## src/rtl/req_gnt_arbiter_pkg.sv

```systemverilog
// Shared types and helpers for the round-robin request/grant arbiter.
package req_gnt_pkg;

  typedef enum logic {
    IDLE  = 1'b0,
    GRANT = 1'b1
  } arb_state_e;

  // Widest grant vector onehot_to_idx accepts; callers zero-extend into it.
  localparam int MAX_CH = 32;

  function automatic int onehot_to_idx(input logic [MAX_CH-1:0] vec);
    int idx;
    idx = 0;
    for (int k = 0; k < MAX_CH; k++) begin
      if (vec[k]) begin
        idx = k;
      end
    end
    return idx;
  endfunction

endpackage

```

## src/rtl/req_gnt_arbiter_if.sv

```systemverilog
// Request/grant bundle between N requesters (master) and the arbiter (slave).
interface req_gnt_arbiter_if #(
  parameter int N_CH = 4
);

  logic [N_CH-1:0]         req;
  logic [N_CH-1:0]         gnt;
  logic                    gnt_valid;
  logic [$clog2(N_CH)-1:0] gnt_id;
  logic                    hold_expired;

  modport master (
    output req,
    input  gnt,
    input  gnt_valid,
    input  gnt_id,
    input  hold_expired
  );

  modport slave (
    input  req,
    output gnt,
    output gnt_valid,
    output gnt_id,
    output hold_expired
  );

endinterface

```

## src/rtl/req_gnt_arbiter_rr_pick.sv

```systemverilog
// Rotating-priority encoder: first eligible (req & ~mask) channel at or after
// ptr, wrapping from N_CH-1 back to 0.
module rr_pick #(
  parameter int N_CH = 4
) (
  input  logic [N_CH-1:0]         req,
  input  logic [$clog2(N_CH)-1:0] ptr,
  input  logic [N_CH-1:0]         mask,
  output logic [$clog2(N_CH)-1:0] pick_idx,
  output logic                    pick_valid
);

  localparam int IW = $clog2(N_CH);

  logic [N_CH-1:0] eligible;
  logic [IW-1:0]   cand_idx [N_CH];

  assign eligible = req & ~mask;

  // cand_idx[k] is the channel examined at priority position k.
  generate
    for (genvar gi = 0; gi < N_CH; gi++) begin : g_cand
      logic [IW:0] sum;
      assign sum = {1'b0, ptr} + (IW+1)'(gi);
      assign cand_idx[gi] = (sum >= (IW+1)'(N_CH)) ? IW'(sum - (IW+1)'(N_CH))
                                                   : IW'(sum);
    end
  endgenerate

  always_comb begin
    pick_valid = 1'b0;
    pick_idx   = '0;
    for (int k = N_CH - 1; k >= 0; k--) begin
      if (eligible[cand_idx[k]]) begin
        pick_valid = 1'b1;
        pick_idx   = cand_idx[k];
      end
    end
  end

endmodule

```

## src/rtl/req_gnt_arbiter.sv

```systemverilog
// N-channel round-robin arbiter with registered one-hot grant and a bound on
// how long one channel may keep the resource while others are waiting.
module req_gnt_arbiter
  import req_gnt_pkg::*;
#(
  parameter int N_CH      = 4,
  parameter int MAX_HOLD  = 4,
  parameter bit ASSERT_EN = 1'b1
) (
  input logic              clk,
  input logic              reset,
  req_gnt_arbiter_if.slave bus
);

  localparam int              IW        = $clog2(N_CH);
  localparam int              HCW       = $clog2(MAX_HOLD + 1);
  localparam int              BOUND     = (N_CH - 1) * MAX_HOLD + 1;
  localparam logic [HCW-1:0]  HOLD_LAST = HCW'(MAX_HOLD - 1);
  localparam logic [IW-1:0]   LAST_CH   = IW'(N_CH - 1);
  localparam logic [N_CH-1:0] ONE_HOT0  = N_CH'(1);

  arb_state_e      state_reg;
  logic [IW-1:0]   ptr_reg;
  logic [HCW-1:0]  hold_cnt_reg;
  logic [N_CH-1:0] gnt_reg;
  logic            gnt_valid_reg;
  logic [IW-1:0]   gnt_id_reg;
  logic            hold_expired_reg;

  logic [IW-1:0]   pick_idx;
  logic            pick_valid;
  logic [IW-1:0]   ptr_next;
  logic [N_CH-1:0] pick_onehot;
  logic            owner_req;
  logic            hold_last;

  // Masking with the current grant removes the owner from a forced rotation;
  // in IDLE the grant is zero so nothing is masked.
  rr_pick #(
    .N_CH (N_CH)
  ) u_pick (
    .req        (bus.req),
    .ptr        (ptr_reg),
    .mask       (gnt_reg),
    .pick_idx   (pick_idx),
    .pick_valid (pick_valid)
  );

  assign ptr_next    = (pick_idx == LAST_CH) ? '0 : pick_idx + IW'(1);
  assign pick_onehot = ONE_HOT0 << pick_idx;
  assign owner_req   = bus.req[gnt_id_reg];
  assign hold_last   = (hold_cnt_reg == HOLD_LAST);

  always_ff @(posedge clk or negedge reset) begin
    if (!reset) begin
      state_reg        <= IDLE;
      ptr_reg          <= '0;
      hold_cnt_reg     <= '0;
      gnt_reg          <= '0;
      gnt_valid_reg    <= 1'b0;
      gnt_id_reg       <= '0;
      hold_expired_reg <= 1'b0;
    end else begin
      hold_expired_reg <= 1'b0;
      case (state_reg)
        IDLE: begin
          if (pick_valid) begin
            state_reg     <= GRANT;
            gnt_reg       <= pick_onehot;
            gnt_valid_reg <= 1'b1;
            gnt_id_reg    <= pick_idx;
            ptr_reg       <= ptr_next;
            hold_cnt_reg  <= '0;
          end
        end
        GRANT: begin
          if (!owner_req) begin
            if (pick_valid) begin
              gnt_reg      <= pick_onehot;
              gnt_id_reg   <= pick_idx;
              ptr_reg      <= ptr_next;
              hold_cnt_reg <= '0;
            end else begin
              state_reg     <= IDLE;
              gnt_reg       <= '0;
              gnt_valid_reg <= 1'b0;
              gnt_id_reg    <= '0;
              hold_cnt_reg  <= '0;
            end
          end else if (!hold_last) begin
            hold_cnt_reg <= hold_cnt_reg + HCW'(1);
          end else if (pick_valid) begin
            gnt_reg          <= pick_onehot;
            gnt_id_reg       <= pick_idx;
            ptr_reg          <= ptr_next;
            hold_cnt_reg     <= '0;
            hold_expired_reg <= 1'b1;
          end else begin
            // Sole requester: restart the hold window without a bubble.
            hold_cnt_reg <= '0;
          end
        end
        default: begin
          state_reg <= IDLE;
        end
      endcase
    end
  end

  assign bus.gnt          = gnt_reg;
  assign bus.gnt_valid    = gnt_valid_reg;
  assign bus.gnt_id       = gnt_id_reg;
  assign bus.hold_expired = hold_expired_reg;

  generate
    if (ASSERT_EN) begin : g_sva
      localparam int WCW = $clog2(BOUND + 1);
      localparam int RCW = $clog2(MAX_HOLD + 1);

      logic others_waiting;
      assign others_waiting = |(bus.req & ~gnt_reg);

      property p_onehot;
        @(posedge clk) disable iff (!reset) $onehot0(gnt_reg);
      endproperty
      a_onehot: assert property (p_onehot);

      property p_valid;
        @(posedge clk) disable iff (!reset) gnt_valid_reg == (|gnt_reg);
      endproperty
      a_valid: assert property (p_valid);

      property p_id;
        @(posedge clk) disable iff (!reset)
          gnt_valid_reg |-> (gnt_reg[gnt_id_reg] &&
                             onehot_to_idx(MAX_CH'(gnt_reg)) == int'(gnt_id_reg));
      endproperty
      a_id: assert property (p_id);

      property p_id_idle;
        @(posedge clk) disable iff (!reset) !gnt_valid_reg |-> (gnt_id_reg == '0);
      endproperty
      a_id_idle: assert property (p_id_idle);

      property p_hold_cnt;
        @(posedge clk) disable iff (!reset) hold_cnt_reg <= HOLD_LAST;
      endproperty
      a_hold_cnt: assert property (p_hold_cnt);

      for (genvar gi = 0; gi < N_CH; gi++) begin : g_ch
        logic           waiting;
        logic           holding;
        logic [WCW-1:0] wait_cnt_reg;
        logic [RCW-1:0] run_cnt_reg;

        assign waiting = bus.req[gi] && !gnt_reg[gi];
        assign holding = gnt_reg[gi] && others_waiting;

        // Saturating run lengths: cycles spent waiting, cycles held against others.
        always_ff @(posedge clk or negedge reset) begin
          if (!reset) begin
            wait_cnt_reg <= '0;
            run_cnt_reg  <= '0;
          end else begin
            if (!waiting) begin
              wait_cnt_reg <= '0;
            end else if (wait_cnt_reg != WCW'(BOUND)) begin
              wait_cnt_reg <= wait_cnt_reg + WCW'(1);
            end
            if (!holding) begin
              run_cnt_reg <= '0;
            end else if (run_cnt_reg != RCW'(MAX_HOLD)) begin
              run_cnt_reg <= run_cnt_reg + RCW'(1);
            end
          end
        end

        property p_gnt_had_req;
          @(posedge clk) disable iff (!reset) gnt_reg[gi] |-> $past(bus.req[gi]);
        endproperty
        a_gnt_had_req: assert property (p_gnt_had_req);

        property p_hold_limit;
          @(posedge clk) disable iff (!reset) holding |-> (run_cnt_reg < RCW'(MAX_HOLD));
        endproperty
        a_hold_limit: assert property (p_hold_limit);

        property p_fair;
          @(posedge clk) disable iff (!reset) waiting |-> (wait_cnt_reg < WCW'(BOUND));
        endproperty
        a_fair: assert property (p_fair);
      end
    end
  endgenerate

endmodule

```

## src/flat_wrapper.sv

```systemverilog
// flat-port wrapper written by rule: the top's interface ports become plain ports
module req_gnt_arbiter_flat import req_gnt_pkg::*;
#(
  parameter int N_CH      = 4,
  parameter int MAX_HOLD  = 4,
  parameter bit ASSERT_EN = 1'b1
)
  (clk, reset, bus_req, bus_gnt, bus_gnt_valid, bus_gnt_id, bus_hold_expired);
  req_gnt_arbiter_if #(.N_CH(N_CH)) bus_i ();
  input logic clk;
  input logic reset;
  input wire logic [$bits(bus_i.req)-1:0] bus_req;
  output wire logic [$bits(bus_i.gnt)-1:0] bus_gnt;
  output wire logic [$bits(bus_i.gnt_valid)-1:0] bus_gnt_valid;
  output wire logic [$bits(bus_i.gnt_id)-1:0] bus_gnt_id;
  output wire logic [$bits(bus_i.hold_expired)-1:0] bus_hold_expired;
  assign bus_i.req = bus_req;
  assign bus_gnt = bus_i.gnt;
  assign bus_gnt_valid = bus_i.gnt_valid;
  assign bus_gnt_id = bus_i.gnt_id;
  assign bus_hold_expired = bus_i.hold_expired;
  req_gnt_arbiter #(.N_CH(N_CH), .MAX_HOLD(MAX_HOLD), .ASSERT_EN(ASSERT_EN)) u_core (.clk(clk), .reset(reset), .bus(bus_i));
endmodule
```

## config.mk

```make
export PLATFORM = sky130hd
export DESIGN_NAME = req_gnt_arbiter_flat
export DESIGN_NICKNAME = d
export VERILOG_FILES = /design/src/rtl/req_gnt_arbiter_pkg.sv /design/src/rtl/req_gnt_arbiter_if.sv /design/src/rtl/req_gnt_arbiter_rr_pick.sv /design/src/rtl/req_gnt_arbiter.sv /design/src/flat_wrapper.sv
export SDC_FILE = /design/constraint.sdc
export NUM_CORES = 1
export LEC_CHECK = 0
export ABC_AREA = 1
export CORE_MARGIN = 2
export CORE_UTILIZATION = 50
export DETAILED_ROUTE_END_ITERATION = 8
export GPL_TIMING_DRIVEN = 0
export PLACE_DENSITY_LB_ADDON = 0.25
export SYNTH_ARGS = -nofsm -noshare
export SYNTH_HDL_FRONTEND = slang
export SYNTH_SLANG_ARGS = --single-unit
```

## constraint.sdc

```tcl
create_clock -name clk -period 4.8 [get_ports clk]
set_clock_uncertainty 0.2 [all_clocks]
set_input_delay 0.48 -clock clk [delete_from_list [all_inputs] [get_ports clk]]
set_output_delay 0.48 -clock clk [all_outputs]
set_load 0.05 [all_outputs]
```

==> out/summary.log <==
qor: status.status complete, no violations
qor: synthesis.synth-seq-area-share 0.364
qor: global_route.grt_pass1_wl 3010 um
qor: clock_tree.cts-resized-gates 0
qor: die.initial_utilization 0.546
qor: drt.initialDrtViolationCount 19
qor: worst_setup_path.crit_required 4.78 ns
qor: global_route.globalRoute.totalOverflow 0
qor: worst_setup_path.cpPeakStageDelay 0.55 ns
qor: drt.routed_wire_length_per_instance 11.4 um
qor: worst_setup_path.timing.rr.end u_core.bus.gnt[3]
qor: final_layout.area.growth.synth_to_final 20.5%
qor: sta.final_critical_path_setup_slack 2.59 ns
qor: synthesis.synthesis.yosys.warnings 0
qor: global_route.grt_pass1_vias 731
qor: synthesis.simple_gate_area_share_of_the_yosys_netlist 0.340
qor: final_layout.multiInputGateArea 510 um^2
qor: clock_tree.clock_sink_count 14
qor: sta.rsz0062_at_grt false
qor: sta.worst_margin_pin_slew 0.648 ns
qor: min_path.worst_hold_startpoint u_core.bus.gnt_valid
qor: sta.timing.final.crit_share 0.461
qor: die.die_area 0.00229 mm^2
qor: synthesis.ys_ff_latch 14
qor: worst_setup_path.crit_end u_core.bus.gnt[3]
qor: final_layout.antenna_cells 0
qor: worst_setup_path.worstSetupStartpoint bus_req[1]
qor: worst_setup_path.critPathCaptureType register
qor: clock_tree.post-cts-setup-buffers 0
qor: final_layout.num-fill-cells 163
qor: drt.postRouteWirelength 1840 um
qor: placement.dp_hpwl 1480 um
qor: synthesis.syn_avg_cell_area 8.10 um^2
qor: synthesis.ys_types 21
qor: job.max-cap-violations 0
qor: worst_setup_path.crit_chain clkdlybuf4s50_1 > nand3_1 > nand2_2 > nand2_1 > nand3_1 > nand3_1 > nand2_1 > nand2_1 > nand2_1 > inv_1 > ha_1 > o21ai_2 > a21oi_2
qor: worst_setup_path.rr_startpoint u_core.ptr_reg[0]
qor: synthesis.dominantRegCellSynth sky130_fd_sc_hd__dfrtp_1
qor: worst_setup_path.critPathArrivalTime 2.20 ns
qor: synthesis.synth_top_area_share 0.364
qor: drt.vias 807
qor: sta.max_freq 452 MHz
qor: clock_tree.cts_made_buffers 3
qor: worst_setup_path.cp_common_cell sky130_fd_sc_hd__nand2_1
qor: clock_tree.cts_h_tree_lvls 1
qor: die.total_number_of_placement_rows 15
qor: global_route.antenna_found_initial 0
qor: sta.slew_headroom 0.567
qor: die.core 0.00176 mm^2
qor: worst_setup_path.timing.reg2reg.setup_slack 2.75 ns
qor: global_route.grt_max_degree 15
qor: synthesis.cell_types_with_the_largest_area_share_after_synthesis sky130_fd_sc_hd__dfrtp_1 36%, sky130_fd_sc_hd__nand2_1 11%, sky130_fd_sc_hd__nand3_1 6.8%
qor: placement.io_buffers 13
qor: drt.routed_via_density 5.01
qor: synthesis.synth.net_count 130
qor: worst_setup_path.worstPathMaxFanout 3
qor: sta.finalMaxSlewViolations 0
qor: synthesis.synth_area_in_xor_xnor 0.0182
qor: synthesis.synth_fa_ha_area_frac 0.0649
qor: die.chipHeight 47.9 um
qor: synthesis.area_fraction_in_compound_gates_after_synthesis 0.106
qor: die.floorplan.io_pins 14
qor: clock_tree.clk_latency 0.28 ns
qor: synthesis.synth_mux_area_frac 0
qor: placement.dp_slack 2.28 ns
qor: sta.post-route-min-period 2.21 ns
qor: drt.drt_pre_antenna_iters 4
qor: synthesis.main_combinational_cell_family_by_area_after_synthesis simple AND/OR/NAND/NOR gates
qor: die.die-width 47.9 um
qor: final_layout.ratio_of_cells_with_drive_above_1_in_the_final_layout 0.265
qor: synthesis.mappedNetlistArea 963 um^2
qor: synthesis.synth_top_area_cell sky130_fd_sc_hd__dfrtp_1
qor: clock_tree.clock_tree.buffer_depth 2
qor: sta.final_hold_viol_count 0
qor: drt.post-route-drc-count 0
qor: worst_setup_path.cp-start-kind input port
qor: min_path.min-delay-path-class reg2reg
qor: global_route.grt_util_all_layers 0.192
qor: clock_tree.clkTransAtPathRegs 0.10 ns
qor: sta.setup_viol 0
qor: worst_setup_path.path_class in2reg
qor: worst_setup_path.crit_path_top_delay_cell sky130_fd_sc_hd__clkdlybuf4s50_1
qor: clock_tree.clk_root_buffer_cell sky130_fd_sc_hd__clkbuf_4
qor: placement.gp_congestion 0.761
qor: synthesis.netlist_instances 119
qor: clock_tree.cts_hold_repair_buffers 0
qor: synthesis.synth_edf_count 0
qor: clock_tree.cts_tree done
qor: final_layout.sequential_standard_cell_area 350 um^2
qor: drt.drtAntennaViolNets 0
qor: final_layout.nNetsFinal 148
qor: worst_setup_path.reg2regPathDepth 14
qor: final_layout.largest_reg_flops 4
qor: sta.setup_tns 0 ns
qor: sta.holdWs 0.293 ns
qor: synthesis.postSynth.asyncResetShare 1.00
per-layer routing:
layer / GRT usage / up-vias / wire length (um)
li1: - / 409 / -
met2: 0.317 / 24 / 857
met5: 0 / - / 0
met3: 0.0453 / 2 / 94
met1: 0.245 / 372 / 869
met4: 0.0649 / 0 / 15
worst max-delay path: cells and delay by family:
kind            cells  cell delay (ns)
simple gates        8             0.67
buf+inv             2             0.62
fa+ha+maj           1             0.22
compound gates      2             0.20
kinds of logic after synthesis:
logic type                 Yosys count
AOI/OAI and AO/OA                   14
xor gates and xnor gates             2
adders and majority gates            5
buffers and inverters               22
DFF                                 14
and+or+nand+nor                     62
placed cells by master (no fill, tap or decap):
master and instances:
sky130_fd_sc_hd__nand2_1 29, sky130_fd_sc_hd__dfrtp_1 14, sky130_fd_sc_hd__nand3_1 13, sky130_fd_sc_hd__clkdlybuf4s50_1 13, sky130_fd_sc_hd__inv_1 12, sky130_fd_sc_hd__inv_2 6, sky130_fd_sc_hd__nand2_2 6, sky130_fd_sc_hd__nor2_1 5
sky130_fd_sc_hd__o21ai_1 5, sky130_fd_sc_hd__ha_1 5, sky130_fd_sc_hd__o21ai_2 4, sky130_fd_sc_hd__a21oi_2 4, sky130_fd_sc_hd__nand3_2 3, sky130_fd_sc_hd__clkbuf_4 3, sky130_fd_sc_hd__buf_6 2, sky130_fd_sc_hd__inv_4 2
sky130_fd_sc_hd__nor2_4 2, sky130_fd_sc_hd__nand2_4 2, sky130_fd_sc_hd__xnor2_1 1, sky130_fd_sc_hd__xor2_1 1, sky130_fd_sc_hd__nor3_1 1, sky130_fd_sc_hd__nand3_4 1, sky130_fd_sc_hd__o21a_1 1, sky130_fd_sc_hd__clkbuf_8 1
cell usage after synthesis (2+ instances only):
cell type / n
sky130_fd_sc_hd__buf_6: 2
sky130_fd_sc_hd__nand3_1: 13
sky130_fd_sc_hd__dfrtp_1: 14
sky130_fd_sc_hd__nor2_1: 5
sky130_fd_sc_hd__inv_2: 6
sky130_fd_sc_hd__a21oi_2: 4
sky130_fd_sc_hd__nor2_4: 2
sky130_fd_sc_hd__inv_4: 2
sky130_fd_sc_hd__nand2_4: 2
sky130_fd_sc_hd__ha_1: 5
sky130_fd_sc_hd__nand3_2: 3
sky130_fd_sc_hd__inv_1: 12
sky130_fd_sc_hd__o21ai_1: 5
sky130_fd_sc_hd__o21ai_2: 4
sky130_fd_sc_hd__nand2_2: 6
sky130_fd_sc_hd__nand2_1: 29
how the worst min path moves through the flow:
stage | depth (start not counted) | endpoint
detailed placement | 2 | u_core.bus.gnt_valid
floorplan | 0 | u_core.bus.gnt[0]
CTS | 1 | u_core.hold_cnt_reg[0]
global placement | 1 | u_core.hold_cnt_reg[2]
finish | 2 | u_core.bus.gnt_valid
global route | 1 | u_core.hold_cnt_reg[0]
through the flow:
stage               instances   util  cell area [um^2]
floorplan                 119      -               963
global placement          157  0.638              1120
detailed placement        157  0.638              1120
CTS                       161  0.658              1160
global route              161  0.658              1160
finish                    161  0.658              1160
layout make-up:
cell class / instances / area share
timing repair buffer: 13 / 0.112
buffer: 2 / 0.0194
inverter: 20 / 0.0690
clock buffer: 4 / 0.0313
multi-input combinational: 83 / 0.440
tap: 25 / 0.0269
sequential: 14 / 0.302
Power is left out: the tool's default activity adds up to more than one toggle a clock period on the data nets, which glitch-free logic cannot reach.
